`config.mk`:
```
export PLATFORM = sky130hd
export DESIGN_NAME = bridge_n
export DESIGN_NICKNAME = d
export VERILOG_FILES = /design/src/rtl/bridge_n.sv
export SDC_FILE = /design/constraint.sdc
export NUM_CORES = 1
export LEC_CHECK = 0
export ABC_AREA = 1
export CORE_ASPECT_RATIO = 0.5
export CORE_UTILIZATION = 27
export CTS_BUF_LIST = sky130_fd_sc_hd__clkbuf_16
export DETAILED_ROUTE_END_ITERATION = 7
export SLEW_MARGIN = 30
export SYNTH_ARGS = -nofsm -noshare
export SYNTH_HDL_FRONTEND = slang
export SYNTH_SLANG_ARGS = --single-unit
export TNS_END_PERCENT = 1
```
`constraint.sdc`:
```
create_clock -name clk -period 2.2 [get_ports clk]
set_clock_uncertainty 0.15 [all_clocks]
set_input_delay 0.22 -clock clk [delete_from_list [all_inputs] [get_ports clk]]
set_output_delay 0.22 -clock clk [all_outputs]
set_load 0.02 [all_outputs]
```
`src/rtl/bridge_n.sv`:
```
// CPU data-port bridge: decodes up to six 16-byte device windows and runs each access
// as a registered request/acknowledge transaction with a timeout, plus interrupt registering.
module bridge_n #(
   parameter int          NDEV    = 2,
   parameter logic [27:0] BASE    = 28'h0000_7f0,
   parameter int          TIMEOUT = 16,
   parameter logic [31:0] MISS_RD = 32'haabb_ccdd
) (
   input  logic                 clk,
   input  logic                 rst,
   input  logic                 PrReq,
   input  logic                 PrWe,
   input  logic [31:2]          PrAddr,
   input  logic [3:0]           PrBe,
   input  logic [31:0]          PrWD,
   output logic [31:0]          PrRD,
   output logic                 PrReady,
   output logic                 PrErr,
   output logic [NDEV-1:0]      DevSel,
   output logic                 DevWe,
   output logic [3:2]           DevAddr,
   output logic [31:0]          DevWd,
   input  logic [NDEV*32-1:0]   DevRD,
   input  logic [NDEV-1:0]      DevAck,
   input  logic [NDEV-1:0]      DevIrq,
   output logic [7:2]           HWInt
);

   localparam int CW = $clog2(TIMEOUT);

   localparam logic [1:0] S_IDLE = 2'd0;
   localparam logic [1:0] S_WAIT = 2'd1;
   localparam logic [1:0] S_DONE = 2'd2;

   logic [1:0]      state_q, state_d;
   logic [CW-1:0]   cnt_q, cnt_d;
   logic [NDEV-1:0] sel_q, sel_d;
   logic            we_q, we_d;
   logic [1:0]      addr_q, addr_d;
   logic [31:0]     wd_q, wd_d;
   logic [31:0]     rd_q, rd_d;
   logic            err_q, err_d;
   logic [5:0]      hwint_q, hwint_d;

   logic [NDEV-1:0] hit;
   logic [31:0]     rd_and [NDEV];
   logic [31:0]     rd_mux;
   logic            ack_sel;
   logic            partial_wr;

   // Per-device window decode and AND-OR read-data mux driven by the registered select.
   for (genvar gi = 0; gi < NDEV; gi++) begin : g_dev
      assign hit[gi]    = (PrAddr[31:4] == BASE + 28'(gi));
      assign rd_and[gi] = DevRD[gi*32 +: 32] & {32{sel_q[gi]}};
   end

   always_comb begin
      rd_mux = '0;
      for (int k = 0; k < NDEV; k++) begin
         rd_mux = rd_mux | rd_and[k];
      end
   end

   for (genvar gi = 0; gi < 6; gi++) begin : g_irq
      if (gi < NDEV) begin : g_used
         assign hwint_d[gi] = DevIrq[gi];
      end else begin : g_unused
         assign hwint_d[gi] = 1'b0;
      end
   end

   assign ack_sel    = |(DevAck & sel_q);
   assign partial_wr = PrWe && (PrBe != 4'b1111);

   always_comb begin
      state_d = state_q;
      cnt_d   = cnt_q;
      sel_d   = sel_q;
      we_d    = we_q;
      addr_d  = addr_q;
      wd_d    = wd_q;
      rd_d    = rd_q;
      err_d   = err_q;
      case (state_q)
         S_IDLE: begin
            if (PrReq) begin
               addr_d = PrAddr[3:2];
               wd_d   = PrWD;
               cnt_d  = '0;
               if ((|hit) && !partial_wr) begin
                  state_d = S_WAIT;
                  sel_d   = hit;
                  we_d    = PrWe;
               end else begin
                  state_d = S_DONE;
                  sel_d   = '0;
                  we_d    = 1'b0;
                  err_d   = 1'b1;
                  rd_d    = MISS_RD;
               end
            end
         end
         S_WAIT: begin
            // An ack in the final counted cycle still beats the timeout.
            if (ack_sel) begin
               state_d = S_DONE;
               sel_d   = '0;
               we_d    = 1'b0;
               err_d   = 1'b0;
               rd_d    = we_q ? 32'h0 : rd_mux;
            end else if (cnt_q == CW'(TIMEOUT - 1)) begin
               state_d = S_DONE;
               sel_d   = '0;
               we_d    = 1'b0;
               err_d   = 1'b1;
               rd_d    = MISS_RD;
            end else begin
               cnt_d = cnt_q + 1'b1;
            end
         end
         S_DONE: begin
            state_d = S_IDLE;
         end
         default: begin
            state_d = S_IDLE;
            sel_d   = '0;
            we_d    = 1'b0;
         end
      endcase
   end

   always_ff @(posedge clk) begin
      if (rst) begin
         state_q <= S_IDLE;
         cnt_q   <= '0;
         sel_q   <= '0;
         we_q    <= 1'b0;
         addr_q  <= '0;
         wd_q    <= '0;
         rd_q    <= '0;
         err_q   <= 1'b0;
         hwint_q <= '0;
      end else begin
         state_q <= state_d;
         cnt_q   <= cnt_d;
         sel_q   <= sel_d;
         we_q    <= we_d;
         addr_q  <= addr_d;
         wd_q    <= wd_d;
         rd_q    <= rd_d;
         err_q   <= err_d;
         hwint_q <= hwint_d;
      end
   end

   assign PrRD    = rd_q;
   assign PrErr   = err_q;
   assign PrReady = (state_q == S_DONE);
   assign DevSel  = sel_q;
   assign DevWe   = we_q;
   assign DevAddr = addr_q;
   assign DevWd   = wd_q;
   assign HWInt   = hwint_q;

endmodule

```
# Yosys cells after proc, flatten, opt, wreduce, memory -nomap -nowiden
# Index checks and enable logic that the tools add are counted.
# W data, S select, Z words.
dict set report op_classes {
  addsub 1
  n_reduce_logical 12
  n_mux 30
  bitwise_logic 5
  n_eq_ne 11
}
# cell n
set op_table {}
lappend op_table {{$mux W32} 5}
lappend op_table {{$and A32 B32 Y32} 2}
lappend op_table {{$pmux W32 S2} 1}
lappend op_table {{$eq A28 B11 Y1 const B} 2}
lappend op_table {{$or A32 B32 Y32} 1}
lappend op_table {{$mux W2} 8}
lappend op_table {{$mux W4} 3}
lappend op_table {{$mux W1} 8}
lappend op_table {{$ne A2 B2 Y1 const B} 4}
lappend op_table {{$pmux W4 S2} 1}
lappend op_table {{$reduce_and A4 Y1} 2}
lappend op_table {{$pmux W2 S3} 1}
lappend op_table {{$add A4 B1 Y4 const B} 1}
lappend op_table {{$eq A4 B4 Y1 const B} 1}
lappend op_table {{$ne A4 B4 Y1 const B} 1}
lappend op_table {{$pmux W2 S2} 1}
lappend op_table {{$reduce_and A2 Y1} 2}
lappend op_table {{$reduce_or A2 Y1} 2}
lappend op_table {{$ne A3 B3 Y1 const B} 1}
lappend op_table {{$pmux W1 S3} 1}
lappend op_table {{$reduce_and A3 Y1} 1}
lappend op_table {{$and A2 B2 Y2} 1}
lappend op_table {{$eq A2 B1 Y1 const B} 1}
lappend op_table {{$eq A2 B2 Y1 const B} 1}
lappend op_table {{6 further kinds} 7}
dict set report word_totals {
  input_bits 138
  ff_bits 82
}

# Depth between registers and ports, before layout
# Gate-level depths: netlist of the first run.
dict set report logic_depth {
  word_depth 7
  ltp_mapped 12
  ltp_nobuf 11
}

# Worst setup path before layout of the first run
# OpenSTA, ideal clock, no wires.
dict set report synth_timing {
  kind {register to register}
  startpoint {register sel_q[0], in the netlist DevSel[0]}
  endpoint {register rd_q[26], in the netlist PrRD[26]}
  synth_period_minus_slack_ps 1687
  setup_slack_ps 513
  required_time_ps 1937
  stages_incl_launch_ff 12
  arrival_ps 1424
  path_cell_list {dfxtp_1 buf_2 nand2_1 nand2_1 nor2_1 nand2_1 nand2_2 nor2_4 nand3_4 buf_6 nor2_1 nor2_1}
}
dict set report synth_between {
  elab_chain_cells 5
}
# item line
set synth_lines {}
lappend synth_lines {{start: declaration} 37} ;# logic [NDEV-1:0] sel_q, sel_d;
lappend synth_lines {{start signal: assignment} 146} ;# sel_q <= sel_d;
lappend synth_lines {{$and A32 B32 Y32} 54} ;# assign rd_and[gi] = DevRD[gi*32 +: 32] & {32{sel_q[gi]}};
lappend synth_lines {{$or A32 B32 Y32} 60} ;# rd_mux = rd_mux | rd_and[k];
lappend synth_lines {{$mux W32} 110} ;# rd_d = we_q ? 32'h0 : rd_mux;
lappend synth_lines {{$mux W32} 105} ;# if (ack_sel) begin
lappend synth_lines {{$pmux W32 S2} 84} ;# case (state_q)
lappend synth_lines {{end signal: assignment} 150} ;# rd_q <= rd_d;
lappend synth_lines {{end: declaration} 41} ;# logic [31:0] rd_q, rd_d;
# Parallel ways exist; a longest one is shown, timed or not.
# A chain may end at the register's enable or synchronous reset.

# Final worst setup path of the first run
dict set report layout_timing {
  startpoint {register state_q[1]}
  endpoint {output port PrReady}
}
dict set report layout_between {
  elab_chain_cells 1
}
# item line
set layout_lines {}
lappend layout_lines {{start: declaration} 35} ;# logic [1:0] state_q, state_d;
lappend layout_lines {{start signal: assignment} 144} ;# state_q <= state_d;
lappend layout_lines {{$eq A2 B2 Y1} 158} ;# assign PrReady = (state_q == S_DONE);
lappend layout_lines {{end: declaration} 17} ;# output logic PrReady,
# No other way between the ends.

==> flow_metrics.env, run 1 <==
export IMPL_routed_wl_um=11780
export IMPL_min_path_type="in2reg"
export IMPL_routedWlPerCell_um=12.71
export IMPL_die_y_um=84.83
export IMPL_slew_headroom=0.5894
export IMPL_holdPathEnd="HWInt[3]$_SDFF_PP0_"
export IMPL_grt_max_degree=52
export IMPL_core_area_um2=13030
export IMPL_dieArea_um2=14220
export IMPL_clockRootBuffer="clkbuf_16"
export IMPL_synth_seq_area_share=0.4215
export IMPL_vdd_drop_max_mv=0.3408
export IMPL_cts_resized=0
export IMPL_fin_nets=891
export IMPL_arrival_ns=1.64
export IMPL_fp_dieW_um=167.7
export IMPL_hpwl_um=8607
export IMPL_grt_usage=0.1693
export IMPL_drc=0
export IMPL_drtAntennaViolNets=0
export IMPL_cts_hold_buf=0
export IMPL_gp_congestion=0.7412
export IMPL_finalPower_mw=5.154
export IMPL_finalSetupTns_ns=0
export IMPL_crit_fanout=5
export IMPL_grt_pass1_vias=3947
export IMPL_end_kind="output port"
export IMPL_clk_latency_ns=0.33
export IMPL_syn_to_final_growth_pct=71.77
export IMPL_power_leakage_nw=2.794
export IMPL_rsz0062_at_grt="no"
export IMPL_path_class="reg2out"
export IMPL_min_period_over_period=0.9143
export IMPL_cts_tree="yes"
export IMPL_netlist_area_um2=3705
export IMPL_worst_ep_required_time_ns=1.83
export IMPL_syn_area_per_cell_um2=6.748
export IMPL_layout_min_cycle_time_ns=2.011
export IMPL_maxCapViolations=0
export IMPL_finalSetupViolCount=0
export IMPL_clock_sinks=78
export IMPL_ios=215
export IMPL_vias=4043
export IMPL_synthDistinctLibCells=26
export IMPL_cts_setup_buffers=0
export IMPL_hold_violations=0
export IMPL_r2r_start="cnt_q[1]$_SDFFE_PP0P_"
export IMPL_placementRows=29
export IMPL_clockBufferDepth=2
export IMPL_layout_common_cells="210 x clkdlybuf4s50_1, 131 x nor2_1, 111 x nand2_1"
export IMPL_io_buffers=210
export IMPL_drt_first_pass_iters=4
export IMPL_fmax_ghz=0.4972
export IMPL_worstMarginPinSlew_ns=0.6153
export IMPL_cts_buffers=9
export IMPL_min_from="DevIrq[1]"
export IMPL_diodes=0
export IMPL_syn_inst=549
export IMPL_viasPerCell=4.361
export IMPL_slew_viol_final=0
export IMPL_overflow=0
export IMPL_r2r_slack_ns=0.40
export IMPL_cts_clk_slew_worst_paths_ns=0.06
export IMPL_ys_seq_elements=78
export IMPL_reg2reg_depth=10
export IMPL_power_density_nw_per_um2=809.9
export IMPL_start_util=0.2844
export IMPL_grt_pass1_wl_um=19290
export IMPL_drive_gt1_frac=0.05945
export IMPL_outcome="finished clean"
export IMPL_start_kind="flip-flop"
export IMPL_hold_depth=3
export IMPL_antenna_found_initial=0
export IMPL_final_common_cell="clkdlybuf4s50_1"
export IMPL_r2r_end="PrRD[14]$_SDFFE_PP0P_"
export IMPL_drtIter0Drc=135
export IMPL_htreeDepth=3
export IMPL_ys_warn_count=0
logic make-up after synthesis:
group	share of synthesized area
AOI/OAI and AO/OA	0.1716
adders and majority gates	0.003377
buffers and inverters	0.1165
DFF	0.4215
other	0.001012
and+or+nand+nor	0.2861
final cells by class:
| class | instances | area, um2 |
|---|---|---|
| fill | 1338 | 6663 |
| tap | 170 | 212.7 |
| multi-input combinational | 372 | 1723 |
| timing repair buffer | 226 | 2260 |
| inverter | 65 | 244.0 |
| clock buffer | 9 | 225.2 |
| sequential | 78 | 1562 |
| clock inverter | 7 | 137.6 |
worst max path at each step:
stage	from	end	slack, ns	cells after the start
floorplan	DevSel[0]$_SDFFE_PP0P_	PrRD[26]$_SDFFE_PP0P_	0.51	11
global placement	PrAddr[31]	PrRD[14]$_SDFFE_PP0P_	0.23	10
detailed placement	PrAddr[29]	PrRD[15]$_SDFFE_PP0P_	0.16	10
CTS	state_q[1]$_SDFFE_PP0P_	PrReady	0.19	3
global route	state_q[1]$_SDFFE_PP0P_	PrReady	0.1	3
finish	state_q[1]$_SDFFE_PP0P_	PrReady	0.19	3
per-stage QoR:
stage / area (um2) / std cells / util / setup slack, ns / hold WS [ns]
global route: 6364 / 927 / 0.4885 / 0.09688 / 0.2794
finish: 6364 / 927 / 0.4885 / 0.1886 / 0.2715
global placement: 6001 / 911 / 0.4607 / 0.2319 / 0.2895
CTS: 6364 / 927 / 0.4885 / 0.1859 / 0.2570
floorplan: 3716 / 552 / - / 0.5133 / 0.1770
detailed placement: 6001 / 911 / 0.4607 / 0.1620 / 0.2943
routing by layer:
layer  part of all wire  vias up  global-route usage
li1                   -     2128                   -
met1               0.44     1807              0.1967
met2               0.49       98              0.3034
met3              0.059       10             0.05317
met4              0.012        0             0.04420
met5                  0        -                   0
where the power goes:
part | switching [mW] | total [mW] | internal, mW
Combinational | 0.833 | 1.64 | 0.805
Clock | 0.594 | 1.81 | 1.22
Sequential | 0.100 | 1.70 | 1.60
worst max-delay path: stages, from the launching register on:
cell	delay (ns)
dfxtp_1	0.42
inv_2	0.09
nor2_1	0.16
clkdlybuf4s50_1	0.65
sequential cells by signal, summed over array words and instances (netlist names):
register,cells
DevSel,2
state_q,2
PrRD,32
HWInt,2
DevWd,32
cnt_q,4
PrErr,1
DevWe,1
DevAddr,2
cell usage after synthesis:
master    instances  area [um2]
nand3_4           1       17.52
o21ai_1           2       10.01
nand4_1          12       75.07
o21ai_0          37       185.2
a22o_1           31       271.5
clkbuf_1         19       71.32
buf_1             2       7.510
nor3_1            2       10.01
ha_1              1       12.51
buf_4             4       30.03
nand2_1         111       416.7
o21a_1            2       15.01
nor2_4            1       11.26
a31oi_1           1       6.260
nor2_2            1       6.260
nor2_1          131       491.7
a211oi_1          1       7.510
buf_2             9       45.04
nand3_1           5       25.02
inv_2             9       33.78
buf_6             3       33.78
a21oi_1          28       140.1
dfxtp_1          78        1562
conb_1            1       3.750
inv_1            56       210.2
nand2_2           1       6.260
No activity file was read; power rests on OpenSTA's default activity.
==> run 2, diff against run 1 <==
- SLEW_MARGIN: 30 -> not set
==> results of run 2 <==
The final DEF is identical to that of run 1; final timing and power are the same.
==> run 3, diff against run 2 <==
- DONT_BUFFER_PORTS: not set -> 1
==> run 3 against run 2 <==
  * Worst hold slack got worse by 0.25 ns
  * Sequential share of layout area increased by 9.8 points
  * Largest power group is now registers
  * Critical endpoint is now PrRD[14]$_SDFFE_PP0P_
  * Highest routed layer unchanged
  * First-iteration DRC count decreased by 27%
  * Power decreased by 17%
  * Final cell count decreased by 19%
  * Clock power decreased by 18%
  * Maximum frequency increased by 8.2%
  * Non-clock buffer count decreased by 173
  * Clock-buffer cell count unchanged
  * Die area unchanged
==> flow_metrics.env, run 3 (same netlist as run 1, synthesis figures left out) <==
export IMPL_crit_fanout=35
export IMPL_core_area_um2=13030
export IMPL_power_frac_comb=0.196
export IMPL_swShare=0.3403
export IMPL_hold_violations=0
export IMPL_maxCapViolations=0
export IMPL_routed_wl_um=9839
export IMPL_ios=215
export IMPL_finalSetupTns_ns=0
export IMPL_pwr_share_clk=0.350
export IMPL_path_class="reg2reg"
export IMPL_dp_cells=699
export IMPL_placementRows=29
export IMPL_r2r_end="PrRD[14]$_SDFFE_PP0P_"
export IMPL_min_path_type="in2reg"
export IMPL_finalSetupViolCount=0
export IMPL_clockBufferDepth=2
export IMPL_drtAntennaViolNets=0
export IMPL_grt_max_degree=39
export IMPL_critPathMaxStageDelay_ns=0.35
export IMPL_grt_pass1_vias=3263
export IMPL_power_switching_mw=1.453
export IMPL_critPathSlowestCell="dfxtp_1"
export IMPL_drt_first_pass_iters=4
export IMPL_outcome="finished clean"
export IMPL_end_kind="flip-flop"
export IMPL_vdd_drop_max_mv=0.3461
export IMPL_clk_latency_ns=0.33
export IMPL_critPathBufInv=0
export IMPL_reg2reg_depth=9
export IMPL_cts_tree="yes"
export IMPL_drc=0
export IMPL_finalNonFillerCells=754
export IMPL_slew_headroom=0.5918
export IMPL_fin_nets=718
export IMPL_cts_buffers=9
export IMPL_drive_gt1_frac=0.07363
export IMPL_cts_clk_slew_worst_paths_ns=0.06
export IMPL_layout_common_cells="131 x nor2_1, 111 x nand2_1, 78 x dfxtp_1"
export IMPL_overflow=0
export IMPL_viasPerCell=4.536
export IMPL_dieArea_um2=14220
export IMPL_holdPathEnd="PrRD[19]$_SDFFE_PP0P_"
export IMPL_rsz0062_at_grt="no"
export IMPL_seqPwrFrac=0.454
export IMPL_final_common_cell="nor2_1"
export IMPL_worst_ep_required_time_ns=2.32
export IMPL_grt_pass1_wl_um=15480
export IMPL_start_kind="flip-flop"
export IMPL_cts_setup_buffers=0
export IMPL_path_cells="ha_1, nand3_1, nand2_1, nand2_2, nor2_4, nand3_4, nand2_1, nand2_1, nor2_1"
export IMPL_fp_dieW_um=167.7
export IMPL_syn_to_final_growth_pct=22.76
export IMPL_clock_sinks=78
export IMPL_layout_min_cycle_time_ns=1.858
export IMPL_internal_power_mw=2.816
export IMPL_vias=3420
export IMPL_hpwl_um=6802
export IMPL_gp_congestion=0.7196
export IMPL_min_period_over_period=0.8446
export IMPL_grt_usage=0.1367
export IMPL_power_leakage_nw=2.095
export IMPL_power_density_nw_per_um2=938.7
export IMPL_diodes=0
export IMPL_cp_common_cell="nand2_1"
export IMPL_antenna_found_initial=0
export IMPL_fmax_ghz=0.5382
export IMPL_htreeDepth=3
export IMPL_arrival_ns=1.98
export IMPL_die_y_um=84.83
export IMPL_io_buffers=0
export IMPL_clockRootBuffer="clkbuf_16"
export IMPL_r2r_slack_ns=0.34
export IMPL_routedWlPerCell_um=13.05
export IMPL_drtIter0Drc=98
export IMPL_critPathTopFamily="simple AND/OR/NAND/NOR gates"
export IMPL_slew_viol_final=0
export IMPL_worstMarginPinSlew_ns=0.6117
export IMPL_min_from="DevRD[19]"
export IMPL_start_util=0.2844
export IMPL_hold_depth=3
export IMPL_r2r_start="cnt_q[1]$_SDFFE_PP0P_"
[run 3: cell count changes in the layout (fill, tap and decap cells not counted)]
| cell | delta |
|---|---|
| inv_6 | +1 |
| buf_12 | -2 |
| dlygate4sd3_1 | +39 |
| bufinv_16 | -3 |
| inv_1 | -1 |
| clkinv_1 | +1 |
| clkdlybuf4s50_1 | -210 |
| clkinv_2 | -1 |
| clkinvlp_4 | +3 |
[run 3: through the flow]
| step | setup WS [ns] | total power, mW | hold WS [ns] | instance area, um2 | utilization |
|---|---|---|---|---|---|
| global placement | 0.4039 | 2.740 | 0.1434 | 3859 | 0.2962 |
| floorplan | 0.5133 | 2.596 | 0.1770 | 3716 | - |
| detailed placement | 0.3183 | 2.760 | 0.1450 | 3859 | 0.2962 |
| CTS | 0.3032 | 4.332 | 0.002082 | 4548 | 0.3492 |
| finish | 0.3419 | 4.269 | 0.01917 | 4548 | 0.3492 |
| global route | 0.1401 | 4.532 | 0.01475 | 4548 | 0.3492 |
[run 3: layout make-up]
type	instances	area (um2)
clock buffer	9	225.2
clock inverter	7	73.82
inverter	65	244.0
tap	170	212.7
sequential	78	1562
multi-input combinational	372	1723
timing repair buffer	53	508.0
fill	1382	8478
[run 3: power by group through the flow]
stage	sequential [mW]	clock (mW)	combinational, mW
floorplan	1.94	0	0.651
global route	1.96	1.61	0.964
detailed placement	1.98	0	0.783
global placement	1.97	0	0.766
finish	1.94	1.49	0.837
CTS	1.95	1.54	0.844
[run 3: repair_timing]
action / CTS / global route
hold endpoints to repair: 44 / 0
gates resized for setup: 0 / 0
hold buffers: 39 / 0
[run 3: worst max-delay path by stage]
stage,from,endpoint,slack [ns],depth (start not counted)
2_1_floorplan,DevSel[0]$_SDFFE_PP0P_,PrRD[26]$_SDFFE_PP0P_,0.51,11
3_3_place_gp,cnt_q[1]$_SDFFE_PP0P_,PrRD[26]$_SDFFE_PP0P_,0.40,8
3_5_place_dp,cnt_q[1]$_SDFFE_PP0P_,PrRD[8]$_SDFFE_PP0P_,0.32,9
4_1_cts,cnt_q[1]$_SDFFE_PP0P_,PrRD[8]$_SDFFE_PP0P_,0.30,9
5_1_grt,cnt_q[1]$_SDFFE_PP0P_,PrRD[14]$_SDFFE_PP0P_,0.14,9
6_report,cnt_q[1]$_SDFFE_PP0P_,PrRD[14]$_SDFFE_PP0P_,0.34,9
[run 3: worst register-to-register path, stage by stage (launching register included)]
cell     delay, ns
dfxtp_1       0.35
ha_1          0.20
nand3_1       0.11
nand2_1       0.12
nand2_2       0.08
nor2_4        0.13
nand3_4       0.34
nand2_1       0.19
nand2_1       0.06
nor2_1        0.08
[run 3: layer usage]
metal	part of all wire	track usage	vias up
li1	-	-	1780
met1	0.43	0.1466	1526
met2	0.49	0.2485	100
met3	0.066	0.05364	14
met4	0.015	0.04420	0
met5	0	0	-
